===== src/rtl/pulse_stretch_scheduler.sv =====
// pulse_stretch_scheduler
// Shares one stretched-pulse output line among NCH requesters. Rising edges on
// req are latched per channel as pending requests; one pending channel is
// granted round-robin and pulse_out is driven for that channel's configured
// length. A guard gap of GAP idle cycles follows each pulse before the next
// grant (the grant itself takes one further IDLE cycle).
//
// Ports
//   clk       in   single clock
//   reset_n   in   asynchronous, active-low reset
//   req       in   [NCH]     request lines, a rising edge is one request
//   len_cfg   in   [NCH*LW]  per-channel pulse length, ch i at [i*LW +: LW]
//   en        in   1 = new grants allowed
//   ovf_clr   in   [NCH]     one-cycle strobe clearing overflow[i]
//   pulse_out out  stretched output pulse (registered)
//   pulse_id  out  [IDW]     channel owning the current/last pulse
//   busy      out  high while a pulse or its guard gap is in progress
//   pending   out  [NCH]     latched, not-yet-served requests
//   overflow  out  [NCH]     sticky: request arrived while already pending
module pulse_stretch_scheduler #(
  parameter int NCH = 4,
  parameter int LW  = 8,
  parameter int GAP = 2,
  parameter int IDW = 2
) (
  input  logic              clk,
  input  logic              reset_n,
  input  logic [NCH-1:0]    req,
  input  logic [NCH*LW-1:0] len_cfg,
  input  logic              en,
  input  logic [NCH-1:0]    ovf_clr,
  output logic              pulse_out,
  output logic [IDW-1:0]    pulse_id,
  output logic              busy,
  output logic [NCH-1:0]    pending,
  output logic [NCH-1:0]    overflow
);

  // Counter holds both a pulse length (up to 2^LW-1) and a gap count (up to 255).
  localparam int CW = LW + 8;
  localparam logic [CW-1:0] GAP_LAST = (GAP > 0) ? CW'(GAP - 1) : '0;

  typedef enum logic [1:0] {
    S_IDLE,
    S_PULSE,
    S_GAP
  } state_t;

  state_t          state;
  logic [CW-1:0]   cnt;
  logic [LW-1:0]   len_q;
  logic [IDW-1:0]  last_grant;
  logic [NCH-1:0]  req_q;
  logic [NCH-1:0]  rise;
  logic [NCH-1:0]  rot;
  logic [IDW:0]    shamt;
  logic            sel_hit;
  logic [IDW-1:0]  sel_ch;
  logic [LW-1:0]   sel_len;
  logic            do_grant;
  logic [NCH-1:0]  grant;

  assign rise = req & ~req_q;

  // Round-robin pick: rotate pending so bit 0 is channel last_grant+1, then
  // take the lowest set bit and map it back to a channel number.
  always_comb begin
    shamt   = (IDW+1)'(last_grant) + (IDW+1)'(1);
    rot     = NCH'({pending, pending} >> shamt);
    sel_hit = 1'b0;
    sel_ch  = '0;
    for (int unsigned k = 0; k < NCH; k++) begin
      if (!sel_hit && rot[k]) begin
        sel_hit = 1'b1;
        sel_ch  = IDW'((32'(last_grant) + 32'd1 + k) % NCH);
      end
    end
  end

  // Length of the selected channel; zero is treated as a one-cycle pulse.
  always_comb begin
    sel_len = '0;
    for (int unsigned i = 0; i < NCH; i++) begin
      if (sel_ch == IDW'(i)) begin
        sel_len = len_cfg[i*LW +: LW];
      end
    end
    if (sel_len == '0) begin
      sel_len = LW'(1);
    end
  end

  assign do_grant = (state == S_IDLE) && en && sel_hit;

  always_comb begin
    grant = '0;
    for (int unsigned i = 0; i < NCH; i++) begin
      grant[i] = do_grant && (sel_ch == IDW'(i));
    end
  end

  // Request capture. A new rise beats a same-cycle grant clear, and only a
  // rise that finds the channel still pending (and not being granted) is an
  // overflow; that extra request is dropped.
  always_ff @(posedge clk or negedge reset_n) begin
    if (!reset_n) begin
      req_q    <= '0;
      pending  <= '0;
      overflow <= '0;
    end else begin
      req_q    <= req;
      pending  <= (pending & ~grant) | rise;
      overflow <= (overflow & ~ovf_clr) | (rise & pending & ~grant);
    end
  end

  always_ff @(posedge clk or negedge reset_n) begin
    if (!reset_n) begin
      state      <= S_IDLE;
      cnt        <= '0;
      len_q      <= '0;
      last_grant <= IDW'(NCH - 1);
      pulse_out  <= 1'b0;
      pulse_id   <= '0;
      busy       <= 1'b0;
    end else begin
      case (state)
        S_IDLE: begin
          if (do_grant) begin
            pulse_id   <= sel_ch;
            last_grant <= sel_ch;
            len_q      <= sel_len;
            cnt        <= CW'(1);
            pulse_out  <= 1'b1;
            busy       <= 1'b1;
            state      <= S_PULSE;
          end
        end
        S_PULSE: begin
          if (cnt == CW'(len_q)) begin
            pulse_out <= 1'b0;
            cnt       <= '0;
            if (GAP == 0) begin
              busy  <= 1'b0;
              state <= S_IDLE;
            end else begin
              state <= S_GAP;
            end
          end else begin
            cnt <= cnt + CW'(1);
          end
        end
        S_GAP: begin
          if (cnt == GAP_LAST) begin
            cnt   <= '0;
            busy  <= 1'b0;
            state <= S_IDLE;
          end else begin
            cnt <= cnt + CW'(1);
          end
        end
        default: begin
          state     <= S_IDLE;
          cnt       <= '0;
          pulse_out <= 1'b0;
          busy      <= 1'b0;
        end
      endcase
    end
  end

endmodule


===== config.mk =====
export PLATFORM = sky130hd
export DESIGN_NAME = pulse_stretch_scheduler
export DESIGN_NICKNAME = d
export VERILOG_FILES = /design/src/rtl/pulse_stretch_scheduler.sv
export SDC_FILE = /design/constraint.sdc
export NUM_CORES = 1
export LEC_CHECK = 0
export ABC_AREA = 1
export CELL_PAD_IN_SITES_DETAIL_PLACEMENT = 1
export CELL_PAD_IN_SITES_GLOBAL_PLACEMENT = 1
export CORE_ASPECT_RATIO = 0.6
export CORE_MARGIN = 5
export CORE_UTILIZATION = 40
export CTS_CLUSTER_SIZE = 10
export DETAILED_ROUTE_END_ITERATION = 16
export GPL_TIMING_DRIVEN = 0
export HOLD_SLACK_MARGIN = 0.02
export PLACE_DENSITY = 0.87
export SLEW_MARGIN = 20
export SYNTH_ARGS = -nofsm -noshare
export SYNTH_HDL_FRONTEND = slang
export SYNTH_SLANG_ARGS = --single-unit

===== constraint.sdc =====
create_clock -name clk -period 3.7 [get_ports clk]
set_input_delay 0.555 -clock clk [delete_from_list [all_inputs] [get_ports clk]]
set_output_delay 0.555 -clock clk [all_outputs]
set_load 0.05 [all_outputs]

Yosys cells after proc, flatten, opt, wreduce, memory -nomap -nowiden --
Index checks and enable logic that the tools add are counted. Widths: inputs -> output; s select.
Storage, ports and cells: bits in registers 44, bits of input ports 43, output and inout port bits 12, word-level logic and storage cells 84
Operators by class: add/subtract/negate cells 6, equality and inequality tests 10, shift-type cells 1, mux-type cells 26, bitwise operators 12, reductions and logical operators 19
Operators with widths (count):
- $mux 16 | 3
- $pmux 16 s3 | 1
- $mux 8 | 5
- $and 4x4->4 | 5
- $add 16x1->16 const B | 1
- $eq 16x1->1 const B | 1
- $eq 16x8->1 | 1
- $mux 2 | 7
- $not 4->4 | 3
- $logic_and 1x1->1 | 9
- $reduce_and 3->1 | 3
- $logic_not 8->1 | 1
- $or 4x4->4 | 2
- $shr 8x3->4 | 1
- $mux 1 | 7
- $eq 2x2->1 const B | 3
- $ne 2x2->1 const B | 3
- $pmux 1 s3 | 2
- $pmux 2 s3 | 1
- $add 2x1->2 const B | 2
- $add 2x2->2 const B | 2
- $eq 2x1->1 const B | 2
- $logic_not 2->1 | 2
- $add 2x1->3 const B | 1
- other kinds (3) | 6

Depth between registers and ports, before layout --
Gate-level depths: netlist of run 1.
word-level depth 19, mapped depth 18, depth with buffers taken out 17

Worst setup path after synthesis of run 1 --
Ideal clock, no wire load.
path kind register to register, start point register pending[2], end point register len_q[0], setup time 0.119 ns, arrival time 1.890 ns, required time 3.581 ns, path slack 1.691 ns, stages on the path, launching flop included 15, path buffers 1, period minus slack after synthesis 2.009 ns, cells stage by stage dfrtp_1 > nand2_2 > nand3_1 > nand2_2 > a21oi_2 > nand2_2 > nand2_4 > buf_6 > nand3_2 > nand3_1 > nor2_2 > nand2_1 > nor2_1 > nand2_1 > nand2_1
Between the ends: cells in the longest elaborated chain, start to end 18, elaborated cells between the ends (all ways) 27, those cells by class 3 x eq/ne; 1 x shift; 13 x mux; 10 x reduce/logical
Ends and longest elaborated chain:
- from (decl) | RTL line 35 | output logic [NCH-1:0] pending,
- from (signal assigned) | RTL line 112 | pending <= (pending & ~grant) | rise;
- $shr 8x3->4 (*) | RTL line 69 | rot = NCH'({pending, pending} >> shamt);
- $mux 1 | RTL line 73 | if (!sel_hit && rot[k]) begin
- $logic_not 1->1 | RTL line 73
- $logic_and 1x1->1 | RTL line 73
- $mux 1 | RTL line 73
- $logic_not 1->1 | RTL line 73
- $logic_and 1x1->1 | RTL line 73
- $mux 1 | RTL line 73
- $logic_not 1->1 | RTL line 73
- $logic_and 1x1->1 | RTL line 73
- $mux 2 | RTL line 73
- $logic_not 2->1 | RTL line 84 | if (sel_ch == IDW'(i)) begin
- $mux 8 (4 in a row) | RTL line 84
- $logic_not 8->1 | RTL line 88 | if (sel_len == '0) begin
- $mux 8 | RTL line 88
- to (signal assigned) | RTL line 132 | len_q <= sel_len;
- to (decl) | RTL line 51 | logic [LW-1:0] len_q;
Every way passes the cells marked *; elsewhere a longest branch is shown, timed or not. A chain may end at the register's enable or synchronous reset.

Final worst setup path of run 1 --
start point register cnt[0], end point register cnt[15]
Between the ends: cells in the longest elaborated chain, start to end 3, elaborated cells between the ends (all ways) 6, those cells by class 1 x add/sub; 2 x eq/ne; 3 x mux
Ends and longest elaborated chain:
- from (decl) | RTL line 50 | logic [CW-1:0] cnt;
- from (signal assigned) | RTL line 150 | cnt <= cnt + CW'(1);
- from (signal assigned) | RTL line 159 | cnt <= cnt + CW'(1);
- $add 16x1->16 (tied with other cells) | RTL line 150, 159
- $mux 16, on equally long branches | RTL line 154, 140
- $pmux 16 s3 (*) | RTL line 127 | case (state)
Marked as above.

==> summary.md, run 1 <==
| Metric | Value |
|---|---|
| YS warnings | `0` |
| Insertion delay to the later sink of the worst-skew pair | `0.31 ns` |
| Final setup vio count | `0` |
| Die boundary height | `73.0 um` |
| Post-detailed-routing wire length | `8190 um` |
| Area of the core region | `0.00625 mm2` |
| Top post-synthesis cells by area | `sky130_fd_sc_hd__dfrtp_1 40%, sky130_fd_sc_hd__nand2_1 11%, sky130_fd_sc_hd__inv_1 5.3%` |
| Final period demand of the worst path | `2.63 ns` |
| Worst endpoint required time | `3.92 ns` |
| Port buffer count | `54` |
| Async S/R FF share, synth | `100%` |
| Post-synth top flop | `sky130_fd_sc_hd__dfrtp_1` |
| Antenna violations before repair | `0` |
| Initial Utilization | `42.3%` |
| Via count | `2,533` |
| Die area | `0.00839 mm2` |
| Count of TritonRoute iterations in the first routing pass | `4` |
| Maximum Capacitance Violations | `0` |
| Site Rows | `22` |
| Routed length per instance | `16.9 um` |
| DR DRC count | `0` |
| Worst hold-check path type | `primary input to asynchronous set/reset pin` |
| Transition at the pin with the smallest max-transition slack | `0.524 ns` |
| TritonCTS sink count | `44` |
| Worst hold slack | `0.174 ns` |
| Yosys top cell area share | `39.8%` |
| Power Total | `3.29 mW` |
| Synth Instances | `337` |
| Startpoint kind of the worst setup timing path | `flop` |
| Setup slack on the worst flop-to-flop path | `1.07 ns` |
| Average cell area after synthesis | `7.84 um2` |
| Endpoint kind of the worst setup timing path | `flop` |
| Arr. time, crit path | `2.84 ns` |
| Number of slew-limit violations in the final report | `0` |
| Post-CTS Hold Fix Bufs | `0` |
| Sum of net half-perimeters after detailed placement | `6420 um` |
| Diode insertion count for antenna repair | `0` |
| Final RePlAce weighted congestion | `0.823` |
| Share of layout cells above drive strength 1 | `15.3%` |
| Run status | `finished clean` |
| Critical R2R Launch | `cnt[0]` |
| Max-Slew Margin vs Limit | `65.0%` |
| Number of CTS-inserted buffers | `5` |
| Period Utilization, post-route | `71.0%` |
| Die X-Extent | `115 um` |
| Terminus of the critical flop-to-flop path | `cnt[15]` |
| Worst supply voltage drop on vdd | `0.000463 V` |
| Drt first-iter violations | `100` |
| Net count reported at finish | `444` |
| Global-route congestion overflow total | `0` |
| TritonCTS clock tree | `built` |
| RSZ-0062 raised after global routing | `no` |
| Maximum buffer depth of the clock tree | `2` |
| Number of nets with antenna violations after detailed routing | `0` |
| Post-CTS Setup Bufs | `0` |
| Tot GR Track Use | `20.4%` |
| Skew final | `0.00949 ns` |
| Number of different library cells in the post-synthesis netlist | `38` |
| Root Driver | `sky130_fd_sc_hd__clkbuf_8` |
| Commonest cells in the netlist | `78 x sky130_fd_sc_hd__nand2_1, 42 x sky130_fd_sc_hd__dfrtp_1, 37 x sky130_fd_sc_hd__inv_1` |
| Synthesized net count | `382` |
| EDFF count, synth | `0` |
| Detail-routed via count per cell | `5.23` |
| Via count of the first global-routing pass | `2,740` |
| Register area share after synthesis | `41.8%` |
| Static power due to leakage | `1.55 nW` |
| Worst setup path class | `flop to flop` |
| Power per Cell Area | `964 mW/mm2` |
| Logic depth of the worst register-to-register path | `10` |
| Signed area change from the synthesized netlist to the final layout | `29.4%` |
| Total negative slack | `0 ns` |
| Number of inserted filler cells in the final layout | `781` |
| Maximum number of pins on one net before global-route repair | `30` |
| Library cell occupying the most area in the post-synthesis netlist | `sky130_fd_sc_hd__dfrtp_1` |
| Global-route wire length before repair | `13,400 um` |
| Max FO, Critical Path | `7` |
| Number of instances resized during post-cts repair | `0` |
| Final hold vios | `0` |
| Count of boundary I/O pins | `55` |
| Flip-flop and latch count after synthesis | `44` |
| H-tree levels | `2` |
| Maximum clock rate | `381 MHz` |
| Combined area of all synthesized cells | `0.00264 mm2` |
| Most instantiated library cell after synthesis | `sky130_fd_sc_hd__nand2_1` |
| Clock transition at path regs | `0.10 ns` |
per-stage QoR:
stage | cell area, um2 | instances | utilization, % | setup WS, ns
2_1_floorplan | 2640 | 337 | - | 1.69
3_5_place_dp | 3300 | 476 | 52.9 | 1.16
4_1_cts | 3420 | 484 | 54.7 | 1.14
5_1_grt | 3420 | 484 | 54.7 | 0.908
6_report | 3420 | 484 | 54.7 | 1.07
3_3_place_gp | 3290 | 475 | 52.6 | 0.875
placed cells by master, fill, tap and decap left out, drive strengths merged, types with 8 or more instances in the layout:
master / n
buf: 8
a21oi: 18
nand2: 95
inv: 43
clkdlybuf4s50: 53
nand3: 32
nor2: 33
dfrtp: 42
o21ai: 25
nor3: 8
worst max-delay path, stage by stage (launching register included):
cell                      delay [ns]
sky130_fd_sc_hd__dfrtp_1        0.51
sky130_fd_sc_hd__ha_1           0.22
sky130_fd_sc_hd__nand4_1        0.15
sky130_fd_sc_hd__nor4_1         0.23
sky130_fd_sc_hd__and2_1         0.18
sky130_fd_sc_hd__nor2_1         0.07
sky130_fd_sc_hd__a21oi_1        0.40
sky130_fd_sc_hd__nand2_1        0.32
sky130_fd_sc_hd__inv_1          0.28
sky130_fd_sc_hd__a21oi_1        0.07
sky130_fd_sc_hd__o21a_1         0.11
flip-flops by register name, indices dropped and copies added, names as in the netlist:
| signal | flops |
|---|---|
| pulse_out | 1 |
| cnt | 16 |
| state | 2 |
| pulse_id | 2 |
| req_q | 4 |
| busy | 1 |
| last_grant | 2 |
| overflow | 4 |
| len_q | 8 |
| pending | 4 |
area by class of cell:
type | count | area, um2 | area share, %
Buffer | 6 | 48.8 | 1.43
Timing Repair Buffer | 55 | 556 | 16.3
Clock buffer | 5 | 68.8 | 2.01
Clock inverter | 3 | 46.3 | 1.35
Tap cell | 84 | 105 | 3.07
Inverter | 43 | 169 | 4.94
Sequential cell | 44 | 1100 | 32.3
Multi-Input combinational cell | 244 | 1320 | 38.7
worst max-delay path by stage:
| stage | start | to | slack [ns] | cells after the start |
|---|---|---|---|---|
| final | cnt[0] | cnt[15] | 1.07 | 10 |
| after global routing | cnt[0] | cnt[15] | 0.91 | 10 |
| after CTS | cnt[0] | cnt[15] | 1.14 | 10 |
| after detailed placement | cnt[0] | cnt[15] | 1.16 | 10 |
| after global placement | reset_n | overflow[1] | 0.87 | 1 |
| after floorplan | pending[2] | len_q[0] | 1.69 | 14 |
report_power, final:
part           switching [mW]  internal [mW]  total, mW
sequential              0.120          0.625      0.746
clock                   0.185          0.204      0.388
combinational            1.46          0.702       2.16
layer usage:
| layer | global-route usage, % | wire, um | up-vias |
|---|---|---|---|
| met1 | 27.4 | 3940 | 1247 |
| met4 | 4.04 | 32 | 0 |
| li1 | - | - | 1226 |
| met2 | 33.5 | 3700 | 55 |
| met5 | 0 | 0 | - |
| met3 | 5.47 | 525 | 5 |
cells by family (layout without fill, tap and decap cells):
| family | Yosys count | after routing | share of synthesized area, % |
|---|---|---|---|
| xor gates and xnor gates | 8 | 8 | 2.65 |
| DFF | 44 | 44 | 41.8 |
| buffers and inverters | 49 | 112 | 8.24 |
| and+or+nand+nor | 180 | 180 | 34.4 |
| AOI/OAI and AO/OA | 54 | 54 | 12.0 |
| adders and majority gates | 2 | 2 | 0.947 |
Note: power is estimated with default switching activity, not from simulation.
==> inputs of run 2 (changes only) <==
--- a/config.mk
+++ b/config.mk
@@ -10,12 +10,12 @@
 export CELL_PAD_IN_SITES_GLOBAL_PLACEMENT = 1
 export CORE_ASPECT_RATIO = 0.6
 export CORE_MARGIN = 5
-export CORE_UTILIZATION = 40
+export CORE_UTILIZATION = 37
 export CTS_CLUSTER_SIZE = 10
 export DETAILED_ROUTE_END_ITERATION = 16
 export GPL_TIMING_DRIVEN = 0
 export HOLD_SLACK_MARGIN = 0.02
-export PLACE_DENSITY = 0.87
+export PLACE_DENSITY = 0.81
 export SLEW_MARGIN = 20
 export SYNTH_ARGS = -nofsm -noshare
 export SYNTH_HDL_FRONTEND = slang
==> constraint.sdc (replaced) <==
create_clock -name clk -period 2.6 [get_ports clk]
set_input_delay 0.39 -clock clk [delete_from_list [all_inputs] [get_ports clk]]
set_output_delay 0.39 -clock clk [all_outputs]
set_load 0.05 [all_outputs]
==> run 2 against run 1 <==
First-iteration DRC count rose by 25%. Worst hold slack got worse by 0.14 ns. Fmax rose by 12%. Combinational power rose by 42%. Sequential share of layout area fell by 0.40 points. Non-clock buffer count did not move. Routed wire length fell by 5.0%. Largest cell class unchanged. Utilization fell by 4.0 points.
==> summary.md, run 2 (synthesis results as in run 1) <==
| Metric | Value |
|---|---|
| Register name with the most flops | `cnt` |
| Startpoint kind of the worst setup timing path | `flop` |
| Power Total | `4.78 mW` |
| Run status | `finished clean` |
| Worst hold-check path type | `primary input to asynchronous set/reset pin` |
| Root Driver | `sky130_fd_sc_hd__clkbuf_16` |
| Number of CTS-inserted buffers | `5` |
| Die area | `0.00899 mm2` |
| Post-detailed-placement cell area | `0.00331 mm2` |
| Skew final | `0.00370 ns` |
| Via count | `2,480` |
| Arr. time, crit path | `2.51 ns` |
| Transition at the pin with the smallest max-transition slack | `0.504 ns` |
| Endpoint kind of the worst setup timing path | `flop` |
| Net count reported at finish | `444` |
| Drt first-iter violations | `125` |
| H-tree levels | `2` |
| Maximum buffer depth of the clock tree | `2` |
| Worst supply voltage drop on vdd | `0.000547 V` |
| Setup slack on the worst flop-to-flop path | `0.24 ns` |
| Signed area change from the synthesized netlist to the final layout | `31.0%` |
| Total negative slack | `0 ns` |
| Count of TritonRoute iterations in the first routing pass | `4` |
| Number of inserted filler cells in the final layout | `835` |
| Post-CTS Hold Fix Bufs | `0` |
| Die X-Extent | `119 um` |
| Static power due to leakage | `1.57 nW` |
| Final period demand of the worst path | `2.36 ns` |
| Worst setup path class | `flop to flop` |
| Detail-routed via count per cell | `5.09` |
| Number of slew-limit violations in the final report | `0` |
| TritonCTS clock tree | `built` |
| Delay of the slowest critical-path stage | `0.52 ns` |
| Max-Slew Margin vs Limit | `66.3%` |
| Maximum number of pins on one net before global-route repair | `29` |
| Final hold vios | `0` |
| Sum of net half-perimeters after detailed placement | `6100 um` |
| Tot GR Track Use | `18.2%` |
| Commonest non-fill, non-tap cell in the layout | `sky130_fd_sc_hd__nand2_1` |
| Global-route wire length before repair | `12,900 um` |
| Via count of the first global-routing pass | `2,516` |
| Insertion delay to the later sink of the worst-skew pair | `0.29 ns` |
| Family with the most delay on the worst path | `compound AO/OA/AOI/OAI gates` |
| Routed length per instance | `16.0 um` |
| Maximum Capacitance Violations | `0` |
| Count of boundary I/O pins | `55` |
| Worst endpoint required time | `2.76 ns` |
| Site Rows | `23` |
| Max FO, Critical Path | `10` |
| Port buffer count | `54` |
| Critical path's slowest cell | `sky130_fd_sc_hd__dfstp_2` |
| Area of the core region | `0.00682 mm2` |
| Sequential standard cell area | `0.00110 mm2` |
| Max reg flops | `16` |
| Most used cells in the layout excluding fill and tap cells | `78 x sky130_fd_sc_hd__nand2_1, 53 x sky130_fd_sc_hd__clkdlybuf4s50_1, 42 x sky130_fd_sc_hd__dfrtp_1` |
| Initial Utilization | `38.7%` |
| DR DRC count | `0` |
| TritonCTS sink count | `44` |
| Power per Cell Area | `1380 mW/mm2` |
| Maximum clock rate | `424 MHz` |
| Antenna violations before repair | `0` |
| Period Utilization, post-route | `90.6%` |
| Critical path cell sequence | `buf_2 -> inv_2 -> nand3_1 -> nand2_2 -> a21oi_2 -> nand2_2 -> nand2_4 -> buf_6 -> nand2_1 -> o21ai_0 -> o21ai_0` |
| Clock transition at path regs | `0.06 ns` |
| Largest registers ranked by flip-flop count | `cnt: 16 flops, len_q: 8 flops` |
| Post-CTS Setup Bufs | `0` |
| Number of nets with antenna violations after detailed routing | `0` |
| Post-detailed-routing wire length | `7780 um` |
| Final cell utilization of the core | `50.7%` |
| Diode insertion count for antenna repair | `0` |
| Share of layout cells above drive strength 1 | `15.5%` |
| Number of buffer and inverter instances along the worst setup path | `3` |
| Die boundary height | `75.5 um` |
| Final setup vio count | `0` |
| Final RePlAce weighted congestion | `0.837` |
| RSZ-0062 raised after global routing | `no` |
| Area taken by multi-input logic gates | `0.00132 mm2` |
| Global-route congestion overflow total | `0` |
| Post-Layout Inst Area | `0.00346 mm2` |
## run 2: changes by cell type in the layout (fill, tap and decap cells not counted), sizes merged
cell,previous run,this run
clkbuf,5,6
bufinv,1,0
inv,43,42
clkinvlp,1,2
## run 2: power by group
part	leakage [nW]	internal, mW	switching (mW)
Sequential	0.547	0.892	0.164
Clock	0.0691	0.382	0.272
Combinational	0.950	0.999	2.07
## run 2: path summary, 6_finish.rpt
path                                     from            end  cells past startpoint
min in group clk                     req_q[1]     pending[1]                      1
worst min-delay path                  reset_n       len_q[5]                      1
worst max register to register  last_grant[1]     pending[2]                     11
max in group asynchronous             reset_n  last_grant[0]                      2
worst max-delay path            last_grant[1]     pending[2]                     11
worst min register to register       req_q[1]     pending[1]                      1
## run 2: final cells by class
class | count | share of cell area (%)
repair buffers | 55 | 16.1
multi-input cells | 244 | 38.2
clock buffers | 6 | 4.01
well taps | 87 | 3.15
inverters | 43 | 4.88
flip-flops and latches | 44 | 31.9
clock inverters | 2 | 0.434
plain buffers | 6 | 1.41
## run 2: stage by stage
| step | hold slack [ns] | cells | setup slack, ns |
|---|---|---|---|
| 4_1_cts | 0.0439 | 487 | 0.248 |
| 2_1_floorplan | 0.0944 | 337 | 0.591 |
| 3_5_place_dp | 0.352 | 479 | 0.276 |
| 6_report | 0.0357 | 487 | 0.244 |
| 3_3_place_gp | 0.437 | 478 | -0.0793 |
| 5_1_grt | 0.0682 | 487 | 0.0149 |
## run 2: layer usage
metal | vias to the layer above | track usage (%) | part of all wire (%)
li1 | 1220 | - | -
met5 | - | 0 | 0
met3 | 5 | 4.75 | 4.6
met1 | 1203 | 26.3 | 52
met2 | 52 | 28.6 | 43
met4 | 0 | 2.31 | 0.41
## run 2: repair_timing
item / 4_1_cts / 5_1_grt
endpoints found under the hold margin: 0 / 0
resized for setup: 0 / 1
endpoints found under the setup margin: 0 / 1
==> inputs of run 3 (changes only) <==
--- a/config.mk
+++ b/config.mk
@@ -15,7 +15,7 @@
 export DETAILED_ROUTE_END_ITERATION = 16
 export GPL_TIMING_DRIVEN = 0
 export HOLD_SLACK_MARGIN = 0.02
-export PLACE_DENSITY = 0.81
+export PLACE_DENSITY_LB_ADDON = 0.1
 export SLEW_MARGIN = 20
 export SYNTH_ARGS = -nofsm -noshare
 export SYNTH_HDL_FRONTEND = slang
==> run 3 against run 2 <==
Final cell count unchanged. Non-clock buffer count unchanged. Worst hold slack improved by 0.022 ns. Power increased by 0.69%. First-iteration DRC count decreased by 8.8%. Register-to-register slack got worse by 0.04 ns. Routed wire length increased by 4.0%. Clock power increased by 9.5%. Critical path type unchanged.
==> summary.md, run 3 (synthesis results as in run 1) <==
| Metric | Value |
|---|---|
| Run status | `finished clean` |
| Post-route setup slack | `0.202 ns` |
| Net Sw Power | `2.46 mW` |
| Post-Layout Inst Area | `0.00347 mm2` |
| Worst hold-check path type | `primary input to asynchronous set/reset pin` |
| TritonCTS clock tree | `built` |
| Final RePlAce weighted congestion | `0.836` |
| Combinational share of power | `63.2%` |
| Register share of total power | `22.0%` |
| Global-route congestion overflow total | `0` |
| Worst supply voltage drop on vdd | `0.000514 V` |
| Global-route layer with the greatest usage | `met2` |
| Maximum Capacitance Violations | `0` |
| Area taken by multi-input logic gates | `0.00133 mm2` |
| Number of inserted filler cells in the final layout | `837` |
| Tot GR Track Use | `19.3%` |
| DR DRC count | `0` |
| Via count of the first global-routing pass | `2,614` |
| Final period demand of the worst path | `2.40 ns` |
| Signed area change from the synthesized netlist to the final layout | `31.5%` |
| Max-Slew Margin vs Limit | `65.4%` |
| Diode insertion count for antenna repair | `0` |
| Port buffer count | `54` |
| Post-CTS Setup Bufs | `0` |
| RSZ-0062 raised after global routing | `no` |
| Sequential standard cell area | `0.00110 mm2` |
| Power per Cell Area | `1380 mW/mm2` |
| Number of slew-limit violations in the final report | `0` |
| Antenna violations before repair | `0` |
| Routed length per instance | `16.6 um` |
| Via count | `2,483` |
| Site Rows | `23` |
| Number of nets with antenna violations after detailed routing | `0` |
| Global-route wire length before repair | `13,600 um` |
| Static power due to leakage | `1.58 nW` |
| Maximum buffer depth of the clock tree | `2` |
| Initial Utilization | `38.7%` |
| Worst endpoint required time | `2.78 ns` |
| Count of TritonRoute iterations in the first routing pass | `4` |
| Transition at the pin with the smallest max-transition slack | `0.518 ns` |
| Arr. time, crit path | `2.58 ns` |
| Max FO, Critical Path | `7` |
| Detail-routed via count per cell | `5.10` |
| Met3 global-route usage | `5.04%` |
| Endpoint kind of the worst setup timing path | `flop` |
| Number of instances resized during post-cts repair | `0` |
| Skew final | `0.00492 ns` |
| Commonest non-fill, non-tap cell in the layout | `sky130_fd_sc_hd__nand2_1` |
| Area of the core region | `0.00682 mm2` |
| Die boundary height | `75.5 um` |
| Largest registers ranked by flip-flop count | `cnt: 16 flops, len_q: 8 flops` |
| Drt first-iter violations | `114` |
| Number of CTS-inserted buffers | `5` |
| Sum of net half-perimeters after detailed placement | `6320 um` |
| Most used cells in the layout excluding fill and tap cells | `78 x sky130_fd_sc_hd__nand2_1, 53 x sky130_fd_sc_hd__clkdlybuf4s50_1, 42 x sky130_fd_sc_hd__dfrtp_1` |
| Die X-Extent | `119 um` |
| Maximum number of pins on one net before global-route repair | `27` |
| Clock transition at path regs | `0.06 ns` |
| Post-detailed-routing wire length | `8090 um` |
| Startpoint kind of the worst setup timing path | `flop` |
| Post-CTS Hold Fix Bufs | `0` |
| Met1 layer usage reported by global route | `27.7%` |
| Cell internal pwr | `2.34 mW` |
| Insertion delay to the later sink of the worst-skew pair | `0.29 ns` |
| Global routing usage on met2 | `29.3%` |
| Clock power frac | `14.9%` |
| TritonCTS sink count | `44` |
| Net count reported at finish | `444` |
| Count of boundary I/O pins | `55` |
| Maximum clock rate | `417 MHz` |
| Switching fraction of total power | `51.2%` |
| Post-detailed-placement cell area | `0.00331 mm2` |
| Period Utilization, post-route | `92.2%` |
| Final setup vio count | `0` |
| Root Driver | `sky130_fd_sc_hd__clkbuf_16` |
| H-tree levels | `2` |
| Share of layout cells above drive strength 1 | `15.3%` |
| Max reg flops | `16` |
| Worst setup slack before clock tree synthesis | `0.121 ns` |
| Final hold vios | `0` |
| Die area | `0.00899 mm2` |
| Register name with the most flops | `cnt` |
| Logic depth of the worst register-to-register path | `8` |
| Worst setup path class | `flop to flop` |
==> run 3: critical path: stages, from the launching register on <==
cell and delay (ns):
sky130_fd_sc_hd__dfrtp_1 0.45, sky130_fd_sc_hd__xor2_1 0.19, sky130_fd_sc_hd__nor4_1 0.48, sky130_fd_sc_hd__nand3_1 0.21
sky130_fd_sc_hd__a21oi_2 0.27, sky130_fd_sc_hd__nand2_1 0.22, sky130_fd_sc_hd__inv_1 0.29, sky130_fd_sc_hd__a21oi_1 0.07
sky130_fd_sc_hd__o21a_1 0.11
==> run 3: area by class of cell <==
class / instances / share of cell area, %
multi-input cells: 244 / 38.1
flip-flops and latches: 44 / 31.8
repair buffers: 55 / 16.0
inverters: 43 / 4.86
clock buffers: 6 / 3.71
well taps: 87 / 3.13
plain buffers: 6 / 1.40
clock inverters: 2 / 1.01
==> run 3: final timing paths <==
path / start / slack [ns] / to
worst max-delay path: cnt[5] / 0.20 / cnt[15]
worst min-delay path: reset_n / 0.06 / len_q[6]
worst max register to register: cnt[5] / 0.20 / cnt[15]
worst min register to register: req_q[1] / 0.45 / pending[1]
max in group asynchronous: reset_n / 1.96 / last_grant[1]
min in group clk: req_q[1] / 0.45 / pending[1]
==> run 3: routing by layer <==
metal / up-vias / wire [um]
li1: 1230 / -
met5: - / 0
met2: 50 / 3390
met3: 7 / 408
met4: 0 / 77
met1: 1196 / 4220
==> run 3: power groups by stage <==
stage	combinational, mW	clock, mW	sequential, mW
2_1_floorplan	1.96	0	1.29
3_3_place_gp	2.97	0	1.06
3_5_place_dp	3.04	0	1.07
4_1_cts	3.06	0.736	1.06
5_1_grt	3.36	0.767	1.08
6_report	3.04	0.716	1.06
==> run 3: per-stage QoR <==
stage / hold slack, ns / utilization [%] / cells / power (mW) / TNS, ns
6_report: 0.0573 / 50.9 / 487 / 4.81 / 0
5_1_grt: 0.0914 / 50.9 / 487 / 5.21 / 0
4_1_cts: 0.0665 / 50.9 / 487 / 4.86 / 0
3_5_place_dp: 0.376 / 48.5 / 479 / 4.11 / 0
3_3_place_gp: 0.439 / 48.3 / 478 / 4.03 / -5.90
2_1_floorplan: 0.0944 / - / 337 / 3.25 / 0
